==> src/rtl/cnn_sched_pkg.sv <==
// Shared types and default widths for the multi-core CNN job scheduler.
package cnn_sched_pkg;

  localparam int unsigned DefNCores = 4;
  localparam int unsigned DefJobW   = 8;
  localparam int unsigned DefOutW   = 32;

  typedef enum logic [1:0] {
    SlotFree,
    SlotBusy,
    SlotHold
  } slot_e;

  typedef enum logic [1:0] {
    StIdle,
    StRun,
    StDrain,
    StDone
  } state_e;

endpackage

==> src/rtl/rr_arbiter.sv <==
// Round-robin arbiter: one-hot grant to the first requester at or after the pointer;
// the pointer moves past the granted index when the grant is accepted.
module rr_arbiter #(
  parameter int unsigned N = 4
) (
  input  logic         clk,
  input  logic         rst,
  input  logic [N-1:0] req,
  input  logic         accept,
  output logic [N-1:0] gnt
);

  localparam int unsigned PtrW = (N > 1) ? $clog2(N) : 1;

  logic [PtrW-1:0] ptr_q, ptr_d;

  always_comb begin
    logic        found;
    int unsigned idx;
    gnt   = '0;
    ptr_d = ptr_q;
    found = 1'b0;
    for (int unsigned off = 0; off < N; off++) begin
      idx = 32'(ptr_q) + off;
      if (idx >= N) idx = idx - N;
      if (!found && req[idx]) begin
        found    = 1'b1;
        gnt[idx] = 1'b1;
        if (accept) ptr_d = (idx == N - 1) ? '0 : PtrW'(idx + 1);
      end
    end
  end

  always_ff @(posedge clk or posedge rst) begin
    if (rst) begin
      ptr_q <= '0;
    end else begin
      ptr_q <= ptr_d;
    end
  end

endmodule

==> src/rtl/multi_core_scheduler.sv <==
// Dispatches a run of jobs to N_CORES cores and streams back their predictions.
// Define SCHED_PERF_COUNTERS_EN to add the cycle_count and core_jobs counters.
module multi_core_scheduler
  import cnn_sched_pkg::*;
#(
  parameter int unsigned N_CORES = DefNCores,
  parameter int unsigned JOB_W   = DefJobW,
  parameter int unsigned OUT_W   = DefOutW
) (
  input  logic                     clk,
  input  logic                     rst,
  input  logic                     start,
  input  logic [JOB_W-1:0]         num_jobs,
  output logic                     busy,
  output logic                     all_done,
  output logic [N_CORES-1:0]       core_start,
  output logic [N_CORES*JOB_W-1:0] core_job_id,
  input  logic [N_CORES-1:0]       core_done,
  input  logic [N_CORES*OUT_W-1:0] core_result,
  output logic                     res_valid,
  input  logic                     res_ready,
  output logic [JOB_W-1:0]         res_job_id,
  output logic [OUT_W-1:0]         res_data,
`ifdef SCHED_PERF_COUNTERS_EN
  output logic [31:0]              cycle_count,
  output logic [N_CORES*JOB_W-1:0] core_jobs,
`endif
  output logic                     protocol_err
);

  localparam int unsigned IdxW = (N_CORES > 1) ? $clog2(N_CORES) : 1;

  state_e           state_q, state_d;
  slot_e            slot_q [N_CORES];
  slot_e            slot_d [N_CORES];
  logic [JOB_W-1:0] job_q  [N_CORES];
  logic [JOB_W-1:0] job_d  [N_CORES];
  logic [OUT_W-1:0] hold_q [N_CORES];
  logic [OUT_W-1:0] hold_d [N_CORES];
  logic [JOB_W-1:0] next_job_q, next_job_d;
  logic [JOB_W-1:0] jobs_left_q, jobs_left_d;
  logic [JOB_W-1:0] results_left_q, results_left_d;
  logic             res_valid_q, res_valid_d;
  logic [JOB_W-1:0] res_job_q, res_job_d;
  logic [OUT_W-1:0] res_data_q, res_data_d;
  logic [IdxW-1:0]  res_idx_q, res_idx_d;
  logic             perr_q, perr_d;

  logic               start_ok, res_acc, res_load;
  logic [N_CORES-1:0] busy_vec, hold_vec, presented, req, gnt, launch;

  assign start_ok = start && (state_q == StIdle || state_q == StDone);
  assign res_acc  = res_valid_q && res_ready;
  assign res_load = !res_valid_q || res_ready;

  always_comb begin
    busy_vec  = '0;
    hold_vec  = '0;
    presented = '0;
    for (int i = 0; i < N_CORES; i++) begin
      busy_vec[i] = (slot_q[i] == SlotBusy);
      hold_vec[i] = (slot_q[i] == SlotHold);
    end
    if (res_valid_q) presented[res_idx_q] = 1'b1;
  end

  // A core finishing this cycle competes with held slots so it can be presented next cycle.
  assign req = (hold_vec & ~presented) | (core_done & busy_vec);

  rr_arbiter #(
    .N(N_CORES)
  ) u_rr_arbiter (
    .clk   (clk),
    .rst   (rst),
    .req   (req),
    .accept(res_load),
    .gnt   (gnt)
  );

  // Reverse scan so the lowest-index free core wins.
  always_comb begin
    launch = '0;
    if (state_q == StRun && jobs_left_q != '0) begin
      for (int i = N_CORES - 1; i >= 0; i--) begin
        if (slot_q[i] == SlotFree) launch = N_CORES'(1) << i;
      end
    end
  end

  always_comb begin
    state_d        = state_q;
    slot_d         = slot_q;
    job_d          = job_q;
    hold_d         = hold_q;
    next_job_d     = next_job_q;
    jobs_left_d    = jobs_left_q;
    results_left_d = results_left_q;
    res_valid_d    = res_valid_q;
    res_job_d      = res_job_q;
    res_data_d     = res_data_q;
    res_idx_d      = res_idx_q;
    perr_d         = perr_q;

    for (int i = 0; i < N_CORES; i++) begin
      if (core_done[i]) begin
        if (slot_q[i] == SlotBusy) begin
          slot_d[i] = SlotHold;
          hold_d[i] = core_result[i*OUT_W +: OUT_W];
        end else begin
          perr_d = 1'b1;
        end
      end
    end

    if (res_acc) begin
      slot_d[res_idx_q] = SlotFree;
      results_left_d    = results_left_q - JOB_W'(1);
      res_valid_d       = 1'b0;
    end

    if (res_load) begin
      for (int i = 0; i < N_CORES; i++) begin
        if (gnt[i]) begin
          res_valid_d = 1'b1;
          res_job_d   = job_q[i];
          res_data_d  = hold_vec[i] ? hold_q[i] : core_result[i*OUT_W +: OUT_W];
          res_idx_d   = IdxW'(i);
        end
      end
    end

    for (int i = 0; i < N_CORES; i++) begin
      if (launch[i]) begin
        slot_d[i] = SlotBusy;
        job_d[i]  = next_job_q;
      end
    end
    if (launch != '0) begin
      next_job_d  = next_job_q + JOB_W'(1);
      jobs_left_d = jobs_left_q - JOB_W'(1);
    end

    unique case (state_q)
      StIdle, StDone: begin
        if (start_ok) begin
          next_job_d     = '0;
          jobs_left_d    = num_jobs;
          results_left_d = num_jobs;
          state_d        = (num_jobs == '0) ? StDone : StRun;
        end
      end
      StRun:   if (jobs_left_d == '0) state_d = StDrain;
      StDrain: if (results_left_q == '0) state_d = StDone;
      default: state_d = StIdle;
    endcase
  end

  always_ff @(posedge clk or posedge rst) begin
    if (rst) begin
      state_q        <= StIdle;
      next_job_q     <= '0;
      jobs_left_q    <= '0;
      results_left_q <= '0;
      res_valid_q    <= 1'b0;
      res_job_q      <= '0;
      res_data_q     <= '0;
      res_idx_q      <= '0;
      perr_q         <= 1'b0;
      for (int i = 0; i < N_CORES; i++) begin
        slot_q[i] <= SlotFree;
        job_q[i]  <= '0;
        hold_q[i] <= '0;
      end
    end else begin
      state_q        <= state_d;
      next_job_q     <= next_job_d;
      jobs_left_q    <= jobs_left_d;
      results_left_q <= results_left_d;
      res_valid_q    <= res_valid_d;
      res_job_q      <= res_job_d;
      res_data_q     <= res_data_d;
      res_idx_q      <= res_idx_d;
      perr_q         <= perr_d;
      slot_q         <= slot_d;
      job_q          <= job_d;
      hold_q         <= hold_d;
    end
  end

  // The launching core sees its new ID in the same cycle as its start pulse.
  always_comb begin
    core_job_id = '0;
    for (int i = 0; i < N_CORES; i++) begin
      core_job_id[i*JOB_W +: JOB_W] = launch[i] ? next_job_q : job_q[i];
    end
  end

  assign busy         = (state_q == StRun) || (state_q == StDrain);
  assign all_done     = (state_q == StDone);
  assign core_start   = launch;
  assign res_valid    = res_valid_q;
  assign res_job_id   = res_job_q;
  assign res_data     = res_data_q;
  assign protocol_err = perr_q;

`ifdef SCHED_PERF_COUNTERS_EN
  logic [31:0]              cycle_q, cycle_d;
  logic [N_CORES*JOB_W-1:0] cjobs_q, cjobs_d;

  always_comb begin
    cycle_d = cycle_q;
    cjobs_d = cjobs_q;
    if (start_ok) begin
      cycle_d = '0;
      cjobs_d = '0;
    end else begin
      if (busy && cycle_q != '1) cycle_d = cycle_q + 32'd1;
      for (int i = 0; i < N_CORES; i++) begin
        if (launch[i]) cjobs_d[i*JOB_W +: JOB_W] = cjobs_q[i*JOB_W +: JOB_W] + JOB_W'(1);
      end
    end
  end

  always_ff @(posedge clk or posedge rst) begin
    if (rst) begin
      cycle_q <= '0;
      cjobs_q <= '0;
    end else begin
      cycle_q <= cycle_d;
      cjobs_q <= cjobs_d;
    end
  end

  assign cycle_count = cycle_q;
  assign core_jobs   = cjobs_q;
`endif

endmodule

==> config.mk <==
export PLATFORM = sky130hd
export DESIGN_NAME = multi_core_scheduler
export DESIGN_NICKNAME = d
export VERILOG_FILES = /design/src/rtl/cnn_sched_pkg.sv /design/src/rtl/rr_arbiter.sv /design/src/rtl/multi_core_scheduler.sv
export SDC_FILE = /design/constraint.sdc
export NUM_CORES = 1
export LEC_CHECK = 0
export CAP_MARGIN = 10
export CORE_AREA = 4 4 244 150
export DETAILED_ROUTE_END_ITERATION = 16
export DIE_AREA = 0 0 248 154
export HOLD_SLACK_MARGIN = 0.08
export PLACE_DENSITY = 0.62
export SLEW_MARGIN = 5
export SYNTH_ARGS = -nofsm -noshare
export SYNTH_HDL_FRONTEND = slang
export SYNTH_SLANG_ARGS = --single-unit
export TNS_END_PERCENT = 100
==> constraint.sdc <==
create_clock -name clk -period 11.4 [get_ports clk]
set_input_delay 2.28 -clock clk [delete_from_list [all_inputs] [get_ports clk]]
set_output_delay 2.28 -clock clk [all_outputs]
set_load 0.005 [all_outputs]
======== Yosys cells after proc, flatten, opt, wreduce, memory -nomap -nowiden ========
Index checks and enable logic that the tools add are counted.
word-level totals
  register bits ........................... 240
  logic and storage cells ................. 227
  input bits .............................. 144
operators by class
  add/sub/neg operators ................... 14
  eq/ne operators ......................... 18
  multiplexer cells ....................... 110
  reductions and logical operators ........ 37
  magnitude comparators ................... 16
  bitwise gates (word level) .............. 10
operators by type and width
  cell                   count
  $mux 32                12
  $mux 8                 18
  $eq 32x2->1 const B    4
  $ge 32x1->1 const B    4
  $lt 32x3->1 const B    4
  $ge 32x3->1 const B    3
  $sub 32x3->32 const B  3
  $mux 2                 33
  $mux 4                 10
  $mux 1                 26
  $logic_not 8->1        3
  $or 4x4->4             4
  $sub 8x1->8 const B    2
  $eq 2x2->1 const B     6
  $logic_and 1x1->1      12
  $demux 1 s2            5
  $eq 2x1->1 const B     5
  $logic_not 2->1        5
  $reduce_and 2->1       5
  $add 2x1->2 const B    4
  $add 8x1->8 const B    1
  $and 4x4->4            2
  $and 8x8->8            1
  $bmux 1 s2             4
  20 further kinds       29

======== Depth between registers and ports, before layout ========
  depth after elaboration ................. 25
  gate-level depth with buffers ........... 12
  mapped depth without buffers ............ 10

======== Hierarchy ========
A second synthesis with hierarchy kept.
unflattened totals
  cells, all modules ...................... 1120
  area, all modules ....................... 12430.7 um^2
by module, submodules not included
  module                instances  seq. area each (um^2)  cells an instance  area each (um^2)
  multi_core_scheduler  1          5955.7                 1054               11823.8
  rr_arbiter            1          50.0                   66                 606.8

======== Worst setup path after synthesis ========
No wires, ideal clock.
  kind .................................... input -> register
  start point ............................. input port core_done[0]
  end point ............................... register res_job_q[0] (netlist: res_job_id[0])
  data arrival time ....................... 4941 ps
  slack ................................... 6338 ps
  stages .................................. 11
  setup time .............................. 121 ps
  cells stage by stage .................... and3b_1 clkbuf_1 a21o_1 mux4_2 or4b_1 buf_2 o221ai_4 nor3_1 buf_2 a221o_1 o22a_1
on the way
  word-level cells in the longest chain between the ends .. 17
  elaborated cells on any way between the ends .. 31
RTL lines
  element                       RTL line                     text
  from (decl)                   multi_core_scheduler.sv:18   input logic [N_CORES-1:0] core_done,
  $and 4x4->4 *                 multi_core_scheduler.sv:68   assign req = (hold_vec & ~presented) | (core_done & busy_vec);
  $or 4x4->4 *                  multi_core_scheduler.sv:68
  $bmux 1 s2                    rr_arbiter.sv:26             if (!found && req[idx]) begin
  $mux 1 (implied by the code)  rr_arbiter.sv:26
  $mux 1                        rr_arbiter.sv:26
  $logic_not 1->1               rr_arbiter.sv:26
  $logic_and 1x1->1             rr_arbiter.sv:26
  $mux 1                        rr_arbiter.sv:26
  $logic_not 1->1               rr_arbiter.sv:26
  $logic_and 1x1->1             rr_arbiter.sv:26
  $mux 1                        rr_arbiter.sv:26
  $logic_not 1->1               rr_arbiter.sv:26
  $logic_and 1x1->1             rr_arbiter.sv:26
  $mux 4 *                      rr_arbiter.sv:26
  $mux 8 (3 in a row)           multi_core_scheduler.sv:123  if (gnt[i]) begin
  to (signal assigned)          multi_core_scheduler.sv:180  res_job_q <= res_job_d;
  to (decl)                     multi_core_scheduler.sv:44   logic [JOB_W-1:0] res_job_q, res_job_d;
Mark *: on every way between the ends. The rest lies on a longest branch, timed or not. The select of a mux whose other input is x is not followed.
A chain may end at the register's enable or synchronous reset.

======== Worst setup path in the final report ========
  start point ............................. input port core_done[0]
  end point ............................... register res_idx_q[0]
on the way
  word-level cells in the longest chain between the ends .. 17
  elaborated cells on any way between the ends .. 31
RTL lines
  element                       RTL line                     text
  $and 4x4->4 *                 multi_core_scheduler.sv:68
  $or 4x4->4 *                  multi_core_scheduler.sv:68
  $bmux 1 s2                    rr_arbiter.sv:26
  $mux 1 (implied by the code)  rr_arbiter.sv:26
  $mux 1                        rr_arbiter.sv:26
  $logic_not 1->1               rr_arbiter.sv:26
  $logic_and 1x1->1             rr_arbiter.sv:26
  $mux 1                        rr_arbiter.sv:26
  $logic_not 1->1               rr_arbiter.sv:26
  $logic_and 1x1->1             rr_arbiter.sv:26
  $mux 1                        rr_arbiter.sv:26
  $logic_not 1->1               rr_arbiter.sv:26
  $logic_and 1x1->1             rr_arbiter.sv:26
  $mux 4 *                      rr_arbiter.sv:26
  $mux 2 (3 in a row)           multi_core_scheduler.sv:123
  to (signal assigned)          multi_core_scheduler.sv:182  res_idx_q <= res_idx_d;
  to (decl)                     multi_core_scheduler.sv:46   logic [IdxW-1:0] res_idx_q, res_idx_d;
Marked as above.

==> impl_metrics.csv <==
group,metric,value,unit
clock_network,cts-root-buf,"clkbuf_16",
worst_setup_path,crit_path_start,"core_done[0]",
routing,antenna_left,0,
timing,max_freq,142,MHz
floorplan,row_count,53,
routing,num_vias,10656,
worst_setup_path,worst_path_most_repeated_cell,"buf_4",
clock_network,cts_inserted_buffers,26,
yosys,synth_seq_cells,240,
yosys,synth_fp_nets,1500,
timing,slew_headroom,17.0,%
routing,via_per_inst,5.30,
worst_setup_path,crit_path_max_incr_delay,780,ps
worst_setup_path,worst_setup_path_end_kind,"register",
timing,tns,0,ps
routing,drtIter0Drc,857,
pwr,cellLeakagePower,7.56,nW
yosys,synth_common_cells,"348 x nand2_1, 240 x dfrtp_1, 203 x mux2i_1",
timing,worst_slew_pin_slew,1230,ps
run,maxCapViolCount,0,
global_route,grtUsageTotal,21.0,%
routing,wl,41.1,mm
clock_network,postCtsHoldBufs,0,
floorplan,core,34500,µm²
cells_and_area,syn2layout_area_growth,28.0,%
yosys,post-synth-top-area-cell,"dfrtp_1",
global_route,grt.overflow.total,0,
placement,dpl.hpwl,29.4,mm
clock_network,path_clk_slew,60,ps
worst_setup_path,slowest_stage,"and3b_2",
floorplan,ioPinCount,224,
yosys,synth.avg_cell_area,9.63,µm²
worst_setup_path,path_cells,"clkdlybuf4s50_1 > and3b_2 > a21oi_1 > mux4_2 > or4b_1 > o221ai_4 > buf_4 > nor3_1 > buf_4 > a21oi_4 > buf_4 > mux2_2",
yosys,synth_edf_count,0,
cells_and_area,diodes,0,
placement,gp_congestion,0.862,
hold_path,hp-class,"register to register",
timing,clock_skew,18.2,ps
timing,finalCriticalPeriod,7020,ps
yosys,ys_warn_count,0,
global_route,grt_pass1_vias,10574,
worst_setup_path,regToRegEndpoint,"res_idx_q[0]",
worst_setup_path,crit_type,"input pin to register",
floorplan,dieHeight,154,µm
status,status,"finished clean",
timing,hold_viol,0,
worst_setup_path,cp.required,11820,ps
yosys,ys_seq_area_share,46.5,%
routing,drc,0,
yosys,synth.top_cell.area_share,46.5,%
timing,slew_viol_final,0,
worst_setup_path,crit_path_end,"res_idx_q[0]",
placement,port_buffers,223,
pwr,power.density,360,nW/µm²
yosys,synth_cell_types,58,
global_route,grt_max_degree,110,
worst_setup_path,reg2reg_from,"u_rr_arbiter.ptr_q[0]",
worst_setup_path,worstRegToRegCells,11,
yosys,synth_area_leaders,"dfrtp_1 46%, mux2i_1 16%, nand2_1 10%, mux2_2 4.3%, o21ai_0 3.2%",
yosys,synthCells,1342,
placement,placed_area,15600,µm²
cells_and_area,fin_nets,1680,
worst_setup_path,r2r_slack,6010,ps
floorplan,fp.dieW,248,µm
cells_and_area,drive_above_1_share,8.95,%
timing,rsz0062_at_grt,"no",
global_route,grt_pass1_wl,62.9,mm
floorplan,die-area,38200,µm²
routing,firstDrtPassIters,4,
cells_and_area,final_area,16600,µm²
clock_network,cts_tree,"done",
yosys,async_reset_ff_share,100,%
pwr,peakVddDrop,0.000279,V
yosys,yosysMostFrequentCell,"nand2_1",
worst_setup_path,start_kind,"input pin",
floorplan,start_util,37.4,%
clock_network,post_cts_resized,0,
routing,wl_per_cell,20.5,µm
hold_path,hp-start,"hold_q[122]",
clock_network,clock_sinks,240,
yosys,syn_area,12900,µm²
worst_setup_path,worstPathArrival,7450,ps
worst_setup_path,cp_max_fo,42,
global_route,antenna_found_initial,2,
clock_network,clock_path_buffers,3,
clock_network,h-tree-depth,1,
yosys,ys.flop_type,"dfrtp_1",
clock_network,insertion_delay,550,ps
timing,report.final.setup_viol,0,
timing,timing.final.crit_share,61.6,%
clock_network,post_cts_buffers,0,
[placed cells by master (no fill, tap or decap), types with 13 or more instances in the layout]
cell type / n
a21oi_1: 37
buf_4: 16
clkbuf_16: 27
clkdlybuf4s50_1: 223
dfrtp_1: 240
ha_1: 14
inv_1: 57
mux2_2: 49
mux2i_1: 203
nand2_1: 348
nor2_1: 34
o21ai_0: 83
o221ai_1: 32
xnor2_1: 13
[worst max-delay path: cells and delay by family]
| family | cells | cell delay [ps] |
|---|---|---|
| buffers and inverters | 4 | 1970 |
| AND/OR/NAND/NOR | 3 | 1580 |
| multiplexers | 2 | 920 |
| AO/OA/AOI/OAI | 3 | 680 |
[how the worst min path moves through the flow]
stage,to,slack [ps],cells past startpoint
2_1_floorplan,hold_q[111],440,2
3_3_place_gp,hold_q[111],460,2
3_5_place_dp,hold_q[117],460,2
4_1_cts,hold_q[122],480,2
5_1_grt,hold_q[16],500,2
6_report,hold_q[122],470,2
[logic make-up after synthesis]
group                    share of synthesized area [%]
flip-flops                                        46.5
AO/OA/AOI/OAI                                     10.3
buffers and inverters                             4.64
XOR/XNOR                                          1.56
adder cells (fa/ha/maj)                           1.35
AND/OR/NAND/NOR                                   14.8
multiplexers                                      20.9
[area by class of cell]
cell class                 instances  area (µm²)
fill                            3134       18000
inverter                          60         233
clock buffer                      38         807
multi-input combinational        954        6410
tap                              467         584
clock inverter                    10         131
sequential                       240        6010
timing repair buffer             240        2380
[sequential cells by signal, indices dropped and copies added, names as in the netlist, 8 cells and up]
register	count
hold_q	128
job_q	32
res_data	32
jobs_left_q	8
next_job_q	8
res_job_id	8
results_left_q	8
slot_q	8
[power breakdown]
group,internal (mW),switching [mW]
combinational,1.55,1.93
sequential,1.27,0.300
clock,0.558,0.361
[stage by stage]
step / setup slack (ps) / power (mW) / cells / hold WS [ps] / util [%]
2_1_floorplan: 2530 / 3.93 / 1342 / 445 / -
3_3_place_gp: 3850 / 4.87 / 1960 / 456 / 45.1
3_5_place_dp: 3760 / 4.99 / 1960 / 461 / 45.1
4_1_cts: 4340 / 5.92 / 2008 / 477 / 47.8
5_1_grt: 4130 / 6.40 / 2009 / 497 / 47.9
6_report: 4380 / 5.96 / 2009 / 473 / 47.9
[routing by layer]
layer  vias up  GRT usage (%)  wire length, µm  share of wire [%]
met3        52           4.31             2500                6.1
li1       4989              -                -                  -
met5         -              0               14              0.034
met1      5301           32.5            20500                 50
met2       310           30.8            17400                 42
met4         4           3.35              686                1.7
Note: power is estimated with default switching activity, not from simulation.
